**config.mk**
```make
export PLATFORM = sky130hd
export DESIGN_NAME = complex_frame_ram
export DESIGN_NICKNAME = d
export VERILOG_FILES = /design/src/rtl/complex_frame_ram.sv
export SDC_FILE = /design/constraint.sdc
export NUM_CORES = 1
export LEC_CHECK = 0
export ABC_AREA = 0
export CELL_PAD_IN_SITES_DETAIL_PLACEMENT = 0
export CELL_PAD_IN_SITES_GLOBAL_PLACEMENT = 1
export CORE_UTILIZATION = 50
export DETAILED_ROUTE_END_ITERATION = 7
export GPL_ROUTABILITY_DRIVEN = 0
export PLACE_DENSITY = 0.91
export SYNTH_ARGS = -nofsm -noshare
export SYNTH_HDL_FRONTEND = slang
export SYNTH_SLANG_ARGS = --single-unit
```
**constraint.sdc**
```tcl
create_clock -name clk -period 3.05 [get_ports clk]
set_input_delay 0.4575 -clock clk [delete_from_list [all_inputs] [get_ports clk]]
set_output_delay 0.4575 -clock clk [all_outputs]
set_load 0.05 [all_outputs]
```
**src/rtl/complex_frame_ram.sv**
```systemverilog
// Per-channel complex frame buffer: sequential stream writes, random-access registered reads.
// Latency: read data, rd_valid and rd_mag appear 1 cycle after rd_en; a write lands at the next edge.
// Backpressure: wr_ready drops once DEPTH samples are written and returns after frame_release; optional COMPLEX_MAG_EN adds |re|+|im|.
module complex_frame_ram #(
    parameter int WIDTH      = 8,
    parameter int NUM_CH     = 4,
    parameter int DEPTH      = 8,
    parameter int ADDR_WIDTH = 3
) (
    input  logic                         clk,
    input  logic                         rst,
    input  logic                         wr_valid,
    output logic                         wr_ready,
    input  logic [NUM_CH-1:0]            wr_ch_en,
    input  logic [NUM_CH*WIDTH-1:0]      wr_real,
    input  logic [NUM_CH*WIDTH-1:0]      wr_imag,
    output logic [ADDR_WIDTH:0]          wr_count,
    output logic                         frame_full,
    input  logic                         frame_release,
    input  logic                         rd_en,
    input  logic [ADDR_WIDTH-1:0]        rd_addr,
    output logic                         rd_valid,
    output logic [NUM_CH*WIDTH-1:0]      rd_real,
    output logic [NUM_CH*WIDTH-1:0]      rd_imag,
    output logic [NUM_CH*(WIDTH+1)-1:0]  rd_mag
);

    typedef enum logic {S_FILL, S_FULL} state_t;

    localparam logic [ADDR_WIDTH-1:0] LAST_ADDR  = ADDR_WIDTH'(DEPTH - 1);
    localparam logic [ADDR_WIDTH:0]   FULL_COUNT = (ADDR_WIDTH + 1)'(DEPTH);

    state_t                state;
    logic [ADDR_WIDTH-1:0] wrPtr;
    logic                  wrFire;
    logic                  rdInRange;

    assign wrFire    = wr_valid & wr_ready;
    assign rdInRange = ({1'b0, rd_addr} < FULL_COUNT);

    always_ff @(posedge clk or posedge rst) begin
        if (rst) begin
            state      <= S_FILL;
            wrPtr      <= '0;
            wr_count   <= '0;
            wr_ready   <= 1'b1;
            frame_full <= 1'b0;
        end else begin
            case (state)
                S_FILL: begin
                    if (wrFire) begin
                        if (wrPtr == LAST_ADDR) begin
                            wrPtr      <= '0;
                            wr_count   <= FULL_COUNT;
                            state      <= S_FULL;
                            wr_ready   <= 1'b0;
                            frame_full <= 1'b1;
                        end else begin
                            wrPtr    <= wrPtr + ADDR_WIDTH'(1);
                            wr_count <= wr_count + (ADDR_WIDTH + 1)'(1);
                        end
                    end
                end
                S_FULL: begin
                    // Any write offered alongside release is dropped: wr_ready is still low here.
                    if (frame_release) begin
                        state      <= S_FILL;
                        wr_count   <= '0;
                        wr_ready   <= 1'b1;
                        frame_full <= 1'b0;
                    end
                end
                default: state <= S_FILL;
            endcase
        end
    end

    always_ff @(posedge clk or posedge rst) begin
        if (rst) rd_valid <= 1'b0;
        else     rd_valid <= rd_en;
    end

`ifdef COMPLEX_MAG_EN
    function automatic logic [WIDTH-1:0] absVal(input logic [WIDTH-1:0] x);
        // The most negative value maps to 2**(WIDTH-1), which still fits unsigned.
        return x[WIDTH-1] ? (~x + WIDTH'(1)) : x;
    endfunction
`endif

    for (genvar c = 0; c < NUM_CH; c++) begin : g_ch
        logic [WIDTH-1:0] memRe [DEPTH];
        logic [WIDTH-1:0] memIm [DEPTH];
        logic [WIDTH-1:0] rdRe;
        logic [WIDTH-1:0] rdIm;

        always_ff @(posedge clk) begin
            if (wrFire && wr_ch_en[c]) begin
                memRe[wrPtr] <= wr_real[c*WIDTH +: WIDTH];
                memIm[wrPtr] <= wr_imag[c*WIDTH +: WIDTH];
            end
        end

        // Reads sample the array before any same-edge write lands, so they return old contents.
        always_ff @(posedge clk or posedge rst) begin
            if (rst) begin
                rdRe <= '0;
                rdIm <= '0;
            end else if (rd_en) begin
                if (rdInRange) begin
                    rdRe <= memRe[rd_addr];
                    rdIm <= memIm[rd_addr];
                end else begin
                    rdRe <= '0;
                    rdIm <= '0;
                end
            end
        end

        assign rd_real[c*WIDTH +: WIDTH] = rdRe;
        assign rd_imag[c*WIDTH +: WIDTH] = rdIm;

`ifdef COMPLEX_MAG_EN
        assign rd_mag[c*(WIDTH+1) +: (WIDTH+1)] = {1'b0, absVal(rdRe)} + {1'b0, absVal(rdIm)};
`endif
    end

`ifndef COMPLEX_MAG_EN
    assign rd_mag = '0;
`endif

endmodule
```
==> results.sh, run 1 <==
export IMPL_fin_hold_ws_ns=0.2734
export IMPL_cts_hold_buf=0
export IMPL_critPathKind="reg -> out"
export IMPL_cts_resized=0
export IMPL_slew_violations=0
export IMPL_die_x_um=218.5
export IMPL_track_usage_pct=21.17
export IMPL_synth_edff_count=512
export IMPL_cts_max_path_buffers=3
export IMPL_drc=0
export IMPL_hold_viol=0
export IMPL_gr_usage_met1_pct=29.17
export IMPL_postCtsSetupRepairBufs=0
export IMPL_async_reset_ff_share_pct=12.78
export IMPL_synth_seq_cells=587
export IMPL_synth_cells=1376
export IMPL_hold_path_class="in -> async"
export IMPL_p_leak_nw=9.871
export IMPL_finalNetCount=1630
export IMPL_post_drt_via_cell_ratio=5.762
export IMPL_netlist_area_mm2=0.02343
export IMPL_cts_tree="built"
export IMPL_die_h_um=218.5
export IMPL_clk_pin_slew_ns=0.06
export IMPL_combPwrFrac_pct=8.9
export IMPL_power_switching_mw=3.799
export IMPL_seqPwrFrac_pct=52.4
export IMPL_yosysWarnings=0
export IMPL_internal_power_mw=13.15
export IMPL_antenna_found_initial=0
export IMPL_cap_viol_max_count=0
export IMPL_drtIter0Drc=954
export IMPL_routed_wl_um=49730
export IMPL_final_core_util_pct=59.46
export IMPL_period_needed_ns=2.460
export IMPL_rsz0062_at_grt="false"
export IMPL_dr_pass1_iters=5
export IMPL_drive_gt1_share_pct=10.90
export IMPL_synth_flop_cell="edfxtp_1"
export IMPL_p_per_area_mw_per_mm2=622.9
export IMPL_synthDistinctLibCells=37
export IMPL_die_area_mm2=0.04774
export IMPL_pin_count=183
export IMPL_finalCritPeriodShare_pct=80.65
export IMPL_grt_max_degree=76
export IMPL_port_buffers=146
export IMPL_cts_made_buffers=54
export IMPL_finalPower_mw=16.95
export IMPL_place_hpwl_um=31090
export IMPL_slew_headroom_pct=51.09
export IMPL_max_stage_delay_ns=0.82
export IMPL_nFillCells=3306
export IMPL_cp_data_arrival_time_ns=2.00
export IMPL_seq_area_frac_synth_pct=73.63
export IMPL_first_global_vias=12830
export IMPL_fin_ws_ns=0.5903
export IMPL_grt_pass1_wl_um=75980
export IMPL_cp_top_family="buffers and inverters"
export IMPL_worst_setup_path_start_kind="flip-flop"
export IMPL_vdd_ir_drop_max_v=0.0004777
export IMPL_tns_ns=0
export IMPL_path_cells="clkdlybuf4s50_1"
export IMPL_avgSynthCellArea_um2=17.03
export IMPL_grt_use_met3_pct=3.897
export IMPL_max_freq_ghz=0.4065
export IMPL_slowest_stage="clkdlybuf4s50_1"
export IMPL_cts_sinks=587
export IMPL_met2_usage_pct=34.46
export IMPL_design_core_area_mm2=0.04577
export IMPL_top_usage_layer="met2"
export IMPL_antenna_cells=0
export IMPL_power_share_clock_pct=38.7
export IMPL_worst_slew_pin_slew_ns=0.7337
export IMPL_cts_root_buf="clkbuf_16"
export IMPL_row_count=78
export IMPL_post_place_ws_ns=0.4064
export IMPL_status="finished, final reports clean"
export IMPL_critPathCaptureType="output port"
export IMPL_fin_skew_ns=0.01791
export IMPL_ant_nets=0
export IMPL_areaGrowthSynthToFinish_pct=16.14
export IMPL_path_max_fanout=8
export IMPL_globalRouteOverflowTotal=0
export IMPL_initial_core_util_pct=51.19
export IMPL_htree_levels=2
export IMPL_setup_viol=0
export IMPL_wl_per_cell_um=22.64
export IMPL_clock_latency_ns=0.59
export IMPL_critPathBufInv=1
export IMPL_switching_share_pct=22.41
export IMPL_vias=12650
export IMPL_critPathRequiredTime_ns=2.59
[cell families (layout without fill, tap and decap cells)]
family          after synthesis  after routing  share of synthesized area [%]
flops                       587            587                          73.63
compound gates              203            203                          7.892
other cells                   1             36                        0.01600
buf+inv                     127            312                          3.636
fa+ha+maj                     3              3                         0.1602
mux                         198            198                          8.474
simple gates                257            257                          6.194
[power groups by stage]
stage	combinational [mW]	clock (mW)	sequential, mW
detailed placement	1.51	0	9.06
CTS	1.51	6.66	8.89
global placement	1.48	0	9.06
global route	1.59	6.98	8.90
floorplan	0.653	0	9.39
finish	1.50	6.56	8.89
[metal layers]
metal,share of wire [%],vias up,wire (µm)
li1,-,5663,-
met1,42,6453,21020
met2,49,460,24450
met3,6.6,78,3287
met4,1.9,0,969
met5,0,-,0
[registers in the layout, indices dropped and copies added, names as in the netlist]
name,count
state,1
g_ch.memRe,256
g_ch.memIm,256
wr_ready,1
rd_valid,1
g_ch.rdRe,32
frame_full,1
wrPtr,3
g_ch.rdIm,32
wr_count,4
[path summary, 6_finish.rpt]
kind | from | endpoint | slack (ns) | cells after the start
worst min register to register | wr_ready | wr_ready | 0.56 | 2
worst max-delay path | wr_ready | wr_ready | 0.59 | 1
min in group clk | rd_en | rd_valid | 0.28 | 1
worst min-delay path | rst | wr_count[3] | 0.27 | 3
worst max register to register | wr_ready | g_ch[2].memIm[7][7] | 0.87 | 4
max in group asynchronous | rst | g_ch[1].rdRe[3] | 2.36 | 3
[cells in the mapped netlist (3+ instances only)]
cell type,instances,area [µm²]
and2b_1,21,157.7
buf_12,3,60.06
nor2_1,39,146.4
dfrtp_1,74,1852
nor2b_1,108,675.7
a21oi_1,4,20.02
a22oi_1,44,330.3
buf_4,42,315.3
buf_6,13,146.4
buf_8,3,45.04
edfxtp_1,512,15370
a41o_1,64,640.6
mux2_2,3,33.78
buf_2,30,150.1
mux2i_1,195,1952
a22oi_2,20,250.2
a211o_1,64,560.5
ha_1,3,37.54
inv_1,4,15.01
nand3_1,66,330.3
clkbuf_1,32,120.1
nand3b_1,4,30.03
nand2_1,9,33.78
[area by class of cell]
class | instances | area [µm²] | area share, %
flip-flops and latches | 587 | 17250 | 63.39
multi-input cells | 697 | 5474 | 20.11
repair buffers | 207 | 1987 | 7.301
clock buffers | 80 | 1530 | 5.623
well taps | 600 | 750.7 | 2.758
clock inverters | 21 | 203.9 | 0.7494
inverters | 4 | 16.27 | 0.05977
[stage by stage]
stage,area [µm²],cells
CTS,27210,2196
detailed placement,25480,2095
global placement,25480,2095
floorplan,23560,1411
finish,27210,2196
global route,27210,2196
[placed cells by master, fill, tap and decap left out, drive strengths merged, types with 4 or more instances in the layout]
cell type        n
a211o           64
a21oi            4
a22oi           64
a41o            64
and2b           21
buf             65
bufinv           4
clkbuf          80
clkdlybuf4s50  142
clkinv          17
conb            36
dfrtp           74
edfxtp         512
inv              4
mux2i          195
nand2            9
nand3           66
nand3b           4
nor2            40
nor2b          108
No activity file was read; power rests on OpenSTA's default activity.
==> run 2: changes to the inputs <==
Clock period 3.05 ns to 2.5 ns, I/O delays scaled along.
==> run 2 against run 1 <==
Die area stayed put. Via count down 0.42%. Critical path depth unchanged. Worst hold slack worse by 0.065 ns. Sequential power grew 21%. Final cell count grew 0.64%. Critical path type unchanged. Global-route usage about the same. Non-clock buffer count rose by 11.
==> results.sh, run 2 (synthesis gave the netlist of run 1 again) <==
export IMPL_ant_nets=0
export IMPL_drc=0
export IMPL_top_regs="g_ch.memIm (256), g_ch.memRe (256)"
export IMPL_drtIter0Drc=992
export IMPL_place_hpwl_um=31750
export IMPL_critPathKind="reg -> out"
export IMPL_cts_hold_buf=0
export IMPL_cp_top_family="buffers and inverters"
export IMPL_first_global_vias=12650
export IMPL_cap_viol_max_count=0
export IMPL_final_common_cell="edfxtp_1"
export IMPL_antenna_found_initial=0
export IMPL_mostFrequentLayoutCells="512 x edfxtp_1, 195 x mux2i_1, 142 x clkdlybuf4s50_1, 107 x nor2b_1, 74 x dfrtp_1"
export IMPL_cp_data_arrival_time_ns=2.00
export IMPL_cts_tree="built"
export IMPL_grt_max_degree=130
export IMPL_cts_root_buf="clkbuf_16"
export IMPL_r2r_cells=5
export IMPL_dr_pass1_iters=5
export IMPL_setup_viol=0
export IMPL_track_usage_pct=21.19
export IMPL_hold_path_class="in -> async"
export IMPL_p_per_area_mw_per_mm2=768.3
export IMPL_r2r_start="wr_ready"
export IMPL_grt_use_met3_pct=4.857
export IMPL_path_cells="clkdlybuf4s50_1"
export IMPL_areaGrowthSynthToFinish_pct=18.37
export IMPL_worst_setup_path_start_kind="flip-flop"
export IMPL_clock_latency_ns=0.59
export IMPL_finalCritPeriodShare_pct=95.03
export IMPL_max_freq_ghz=0.4209
export IMPL_design_core_area_mm2=0.04577
export IMPL_die_x_um=218.5
export IMPL_postCtsSetupRepairBufs=0
export IMPL_slowest_stage="clkdlybuf4s50_1"
export IMPL_globalRouteOverflowTotal=0
export IMPL_final_cells=2210
export IMPL_cts_max_path_buffers=3
export IMPL_finalNetCount=1643
export IMPL_p_leak_nw=10.07
export IMPL_row_count=78
export IMPL_worst_slew_pin_slew_ns=0.5953
export IMPL_place_inst=2106
export IMPL_antenna_cells=0
export IMPL_r2r_end="g_ch[3].memRe[5][4]"
export IMPL_vdd_ir_drop_max_v=0.0004870
export IMPL_critPathCaptureType="output port"
export IMPL_hold_viol=0
export IMPL_slew_violations=0
export IMPL_critPathBufInv=1
export IMPL_r2r_setup_slack_ns=0.60
export IMPL_fin_skew_ns=0.01025
export IMPL_clk_pin_slew_ns=0.06
export IMPL_port_buffers=146
export IMPL_rsz0062_at_grt="false"
export IMPL_die_area_mm2=0.04774
export IMPL_routed_wl_um=49770
export IMPL_met2_usage_pct=33.91
export IMPL_grt_pass1_wl_um=75400
export IMPL_post_drt_via_cell_ratio=5.702
export IMPL_path_max_fanout=8
export IMPL_die_h_um=218.5
export IMPL_fin_area_mm2=0.02774
export IMPL_htree_levels=2
export IMPL_cts_made_buffers=56
export IMPL_drive_gt1_share_pct=11.93
export IMPL_slew_headroom_pct=60.31
export IMPL_critPathRequiredTime_ns=2.12
export IMPL_dpl_cell_area_mm2=0.02584
export IMPL_tns_ns=0
export IMPL_cts_sinks=587
export IMPL_wl_per_cell_um=22.52
export IMPL_period_needed_ns=2.376
export IMPL_top_usage_layer="met2"
export IMPL_status="finished, final reports clean"
export IMPL_max_stage_delay_ns=0.82
export IMPL_cts_resized=0
export IMPL_initial_core_util_pct=51.19
export IMPL_pin_count=183
export IMPL_gr_usage_met1_pct=28.86
export IMPL_vias=12600
==> run 2: cell count changes in the layout (fill, tap and decap cells not counted), moves of 2 or more <==
cell,before,now
clkbuf_8,6,11
clkbuf_1,19,14
buf_4,56,45
bufinv_16,4,6
buf_12,6,28
inv_6,1,3
clkinv_2,13,8
clkbuf_16,55,57
==> run 2: per-layer routing <==
metal  share of wire, %  vias up
met5                  0        -
li1                   -     5690
met4                2.4        0
met1                 42     6354
met3                7.7       83
met2                 48      474
==> run 2: final cells by class <==
| cell class | instances | area, µm² |
|---|---|---|
| Fill cell | 3224 | 18030 |
| Inverter | 4 | 16.27 |
| Multi-Input combinational cell | 697 | 5474 |
| Tap cell | 600 | 750.7 |
| Sequential cell | 587 | 17250 |
| Clock buffer | 82 | 1630 |
| Clock inverter | 22 | 267.8 |
| Timing Repair Buffer | 218 | 2345 |
==> run 2: per-stage QoR <==
| step | util, % | total power [mW] | worst slack (ns) | hold slack (ns) |
|---|---|---|---|---|
| 6_report | 60.60 | 21.31 | 0.1242 | 0.2086 |
| 5_1_grt | 60.60 | 21.89 | 0.06534 | 0.2527 |
| 4_1_cts | 60.60 | 21.45 | 0.09391 | 0.2130 |
| 3_5_place_dp | 56.45 | 12.91 | 0.2257 | 0.5433 |
| 3_3_place_gp | 56.45 | 12.89 | 0.2954 | 0.5369 |
| 2_1_floorplan | - | 12.25 | 0.1612 | 0.4064 |
==> run 2: worst max-delay path by stage <==
stage,startpoint,endpoint,cells after the start
final,wr_ready,wr_ready,1
after floorplan,wr_ready,g_ch[3].memIm[7][0],4
after global placement,wr_valid,g_ch[3].memRe[5][4],6
after global routing,wr_ready,wr_ready,1
after CTS,wr_ready,wr_ready,1
after detailed placement,wr_valid,g_ch[3].memRe[5][7],6
==> run 2: where the power goes <==
part           switching, mW  leakage, nW  internal (mW)  total, mW
Sequential            0.0754         5.50           10.8       10.8
Clock                   3.48        0.932           5.13       8.61
Combinational           1.21         3.64          0.646       1.85
Total                   4.76         10.1           16.5       21.3
==> run 3: changes to the inputs <==
Settings changed: CORE_ASPECT_RATIO set to 2, GPL_ROUTABILITY_DRIVEN 0 to 1, TNS_END_PERCENT set to 30.
==> run 3 against run 2 <==
Global-route usage is 0.72 points higher. Power decreased by 5.0%. Clock power shrank 12%. Highest routed layer is now met5. Largest power group unchanged. Critical path type unchanged. Combinational power about the same. Worst setup slack better by 0.020 ns. Routed wire length increased by 3.9%. Critical path depth did not move.
==> results.sh, run 3 (synthesis gave the netlist of run 1 again) <==
export IMPL_status="finished, final reports clean"
export IMPL_globalRouteOverflowTotal=0
export IMPL_fin_skew_ns=0.01094
export IMPL_antenna_found_initial=1
export IMPL_worst_setup_path_start_kind="flip-flop"
export IMPL_die_x_um=155.1
export IMPL_wl_per_cell_um=23.38
export IMPL_areaGrowthSynthToFinish_pct=17.52
export IMPL_design_core_area_mm2=0.04597
export IMPL_row_count=111
export IMPL_dr_pass1_iters=5
export IMPL_place_inst=2124
export IMPL_drtIter0Drc=1101
export IMPL_cts_hold_buf=0
export IMPL_port_buffers=146
export IMPL_track_usage_pct=21.90
export IMPL_vdd_ir_drop_max_v=0.0005849
export IMPL_final_common_cell="edfxtp_1"
export IMPL_route_met3_wl_um=2752
export IMPL_p_per_area_mw_per_mm2=735.6
export IMPL_seqCellArea_mm2=0.01725
export IMPL_slew_headroom_pct=40.20
export IMPL_cap_viol_max_count=0
export IMPL_critPathBufInv=1
export IMPL_setup_viol=0
export IMPL_max_stage_delay_ns=0.82
export IMPL_cts_root_buf="clkbuf_16"
export IMPL_fin_hold_ws_ns=0.1464
export IMPL_m1WireLength_um=18560
export IMPL_finalNetCount=1631
export IMPL_top_regs="g_ch.memIm (256), g_ch.memRe (256)"
export IMPL_cts_tree="built"
export IMPL_grt_max_degree=65
export IMPL_worst_slew_pin_slew_ns=0.8971
export IMPL_drive_gt1_share_pct=11.07
export IMPL_critPathRequiredTime_ns=2.12
export IMPL_cp_data_arrival_time_ns=1.98
export IMPL_finalPower_mw=20.26
export IMPL_postCtsSetupRepairBufs=0
export IMPL_max_freq_ghz=0.4245
export IMPL_slew_violations=0
export IMPL_routed_wl_um=51720
export IMPL_path_cells="clkdlybuf4s50_1"
export IMPL_grt_pass1_wl_um=77050
export IMPL_cts_made_buffers=47
export IMPL_post_drt_via_cell_ratio=5.732
export IMPL_rsz0062_at_grt="false"
export IMPL_place_hpwl_um=33870
export IMPL_clk_pin_slew_ns=0.07
export IMPL_clock_latency_ns=0.56
export IMPL_hold_path_class="in -> async"
export IMPL_hold_viol=0
export IMPL_dr_wl_met2_um=28220
export IMPL_finalCritPeriodShare_pct=94.22
export IMPL_period_needed_ns=2.356
export IMPL_nFillCells=3293
export IMPL_vias=12680
export IMPL_cts_resized=0
export IMPL_final_core_util_pct=59.91
export IMPL_tns_ns=0
export IMPL_die_h_um=308.2
export IMPL_slowest_stage="clkdlybuf4s50_1"
export IMPL_mostFrequentLayoutCells="512 x edfxtp_1, 195 x mux2i_1, 142 x clkdlybuf4s50_1, 107 x nor2b_1, 74 x dfrtp_1"
export IMPL_p_leak_nw=9.907
export IMPL_initial_core_util_pct=50.97
export IMPL_drc=0
export IMPL_die_area_mm2=0.04779
export IMPL_critPathCaptureType="output port"
export IMPL_critPathKind="reg -> out"
export IMPL_cts_max_path_buffers=3
export IMPL_path_max_fanout=8
export IMPL_pin_count=183
export IMPL_ant_nets=0
export IMPL_globalplace_congestion=0.7768
export IMPL_htree_levels=2
export IMPL_cp_top_family="buffers and inverters"
export IMPL_cts_sinks=587
export IMPL_first_global_vias=13040
export IMPL_final_cells=2212
export IMPL_top_layer="met5"
export IMPL_multi_input_area_mm2=0.005474
==> run 3: path summary, 6_finish.rpt <==
| kind | from | endpoint | slack, ns | cells after the start |
|---|---|---|---|---|
| worst max-delay path | wr_ready | wr_ready | 0.14 | 1 |
| worst min-delay path | rst | g_ch[1].rdRe[1] | 0.15 | 2 |
| worst max register to register | wr_ready | g_ch[2].memIm[0][2] | 0.58 | 5 |
| worst min register to register | frame_full | frame_full | 0.55 | 2 |
| max in group asynchronous | rst | wr_ready | 1.72 | 3 |
| min in group clk | rd_en | rd_valid | 0.20 | 1 |
==> run 3: layout make-up <==
| type | count | share of cell area [%] |
|---|---|---|
| sequential | 587 | 62.65 |
| multi-input combinational | 697 | 19.88 |
| timing repair buffer | 215 | 8.887 |
| clock buffer | 62 | 4.739 |
| tap | 621 | 2.821 |
| clock inverter | 25 | 0.9587 |
| inverter | 4 | 0.05906 |
| antenna | 1 | 0.009087 |
==> run 3: routing by layer <==
metal,vias up,track usage [%]
met5,-,0
met4,2,10.13
met3,116,3.063
met2,476,40.74
met1,6420,24.45
li1,5665,-
==> run 3: report_power, final <==
| group | switching (mW) | internal (mW) |
|---|---|---|
| sequential | 0.0707 | 10.8 |
| combinational | 1.22 | 0.657 |
| clock | 3.32 | 4.22 |
| total | 4.62 | 15.6 |
==> run 3: through the flow <==
step,cell area (µm²),worst slack (ns)
after floorplan,23560,0.1612
final,27540,0.1445
after CTS,27540,0.1125
after global routing,27540,0.09964
after global placement,25970,0.3588
after detailed placement,25970,0.3542
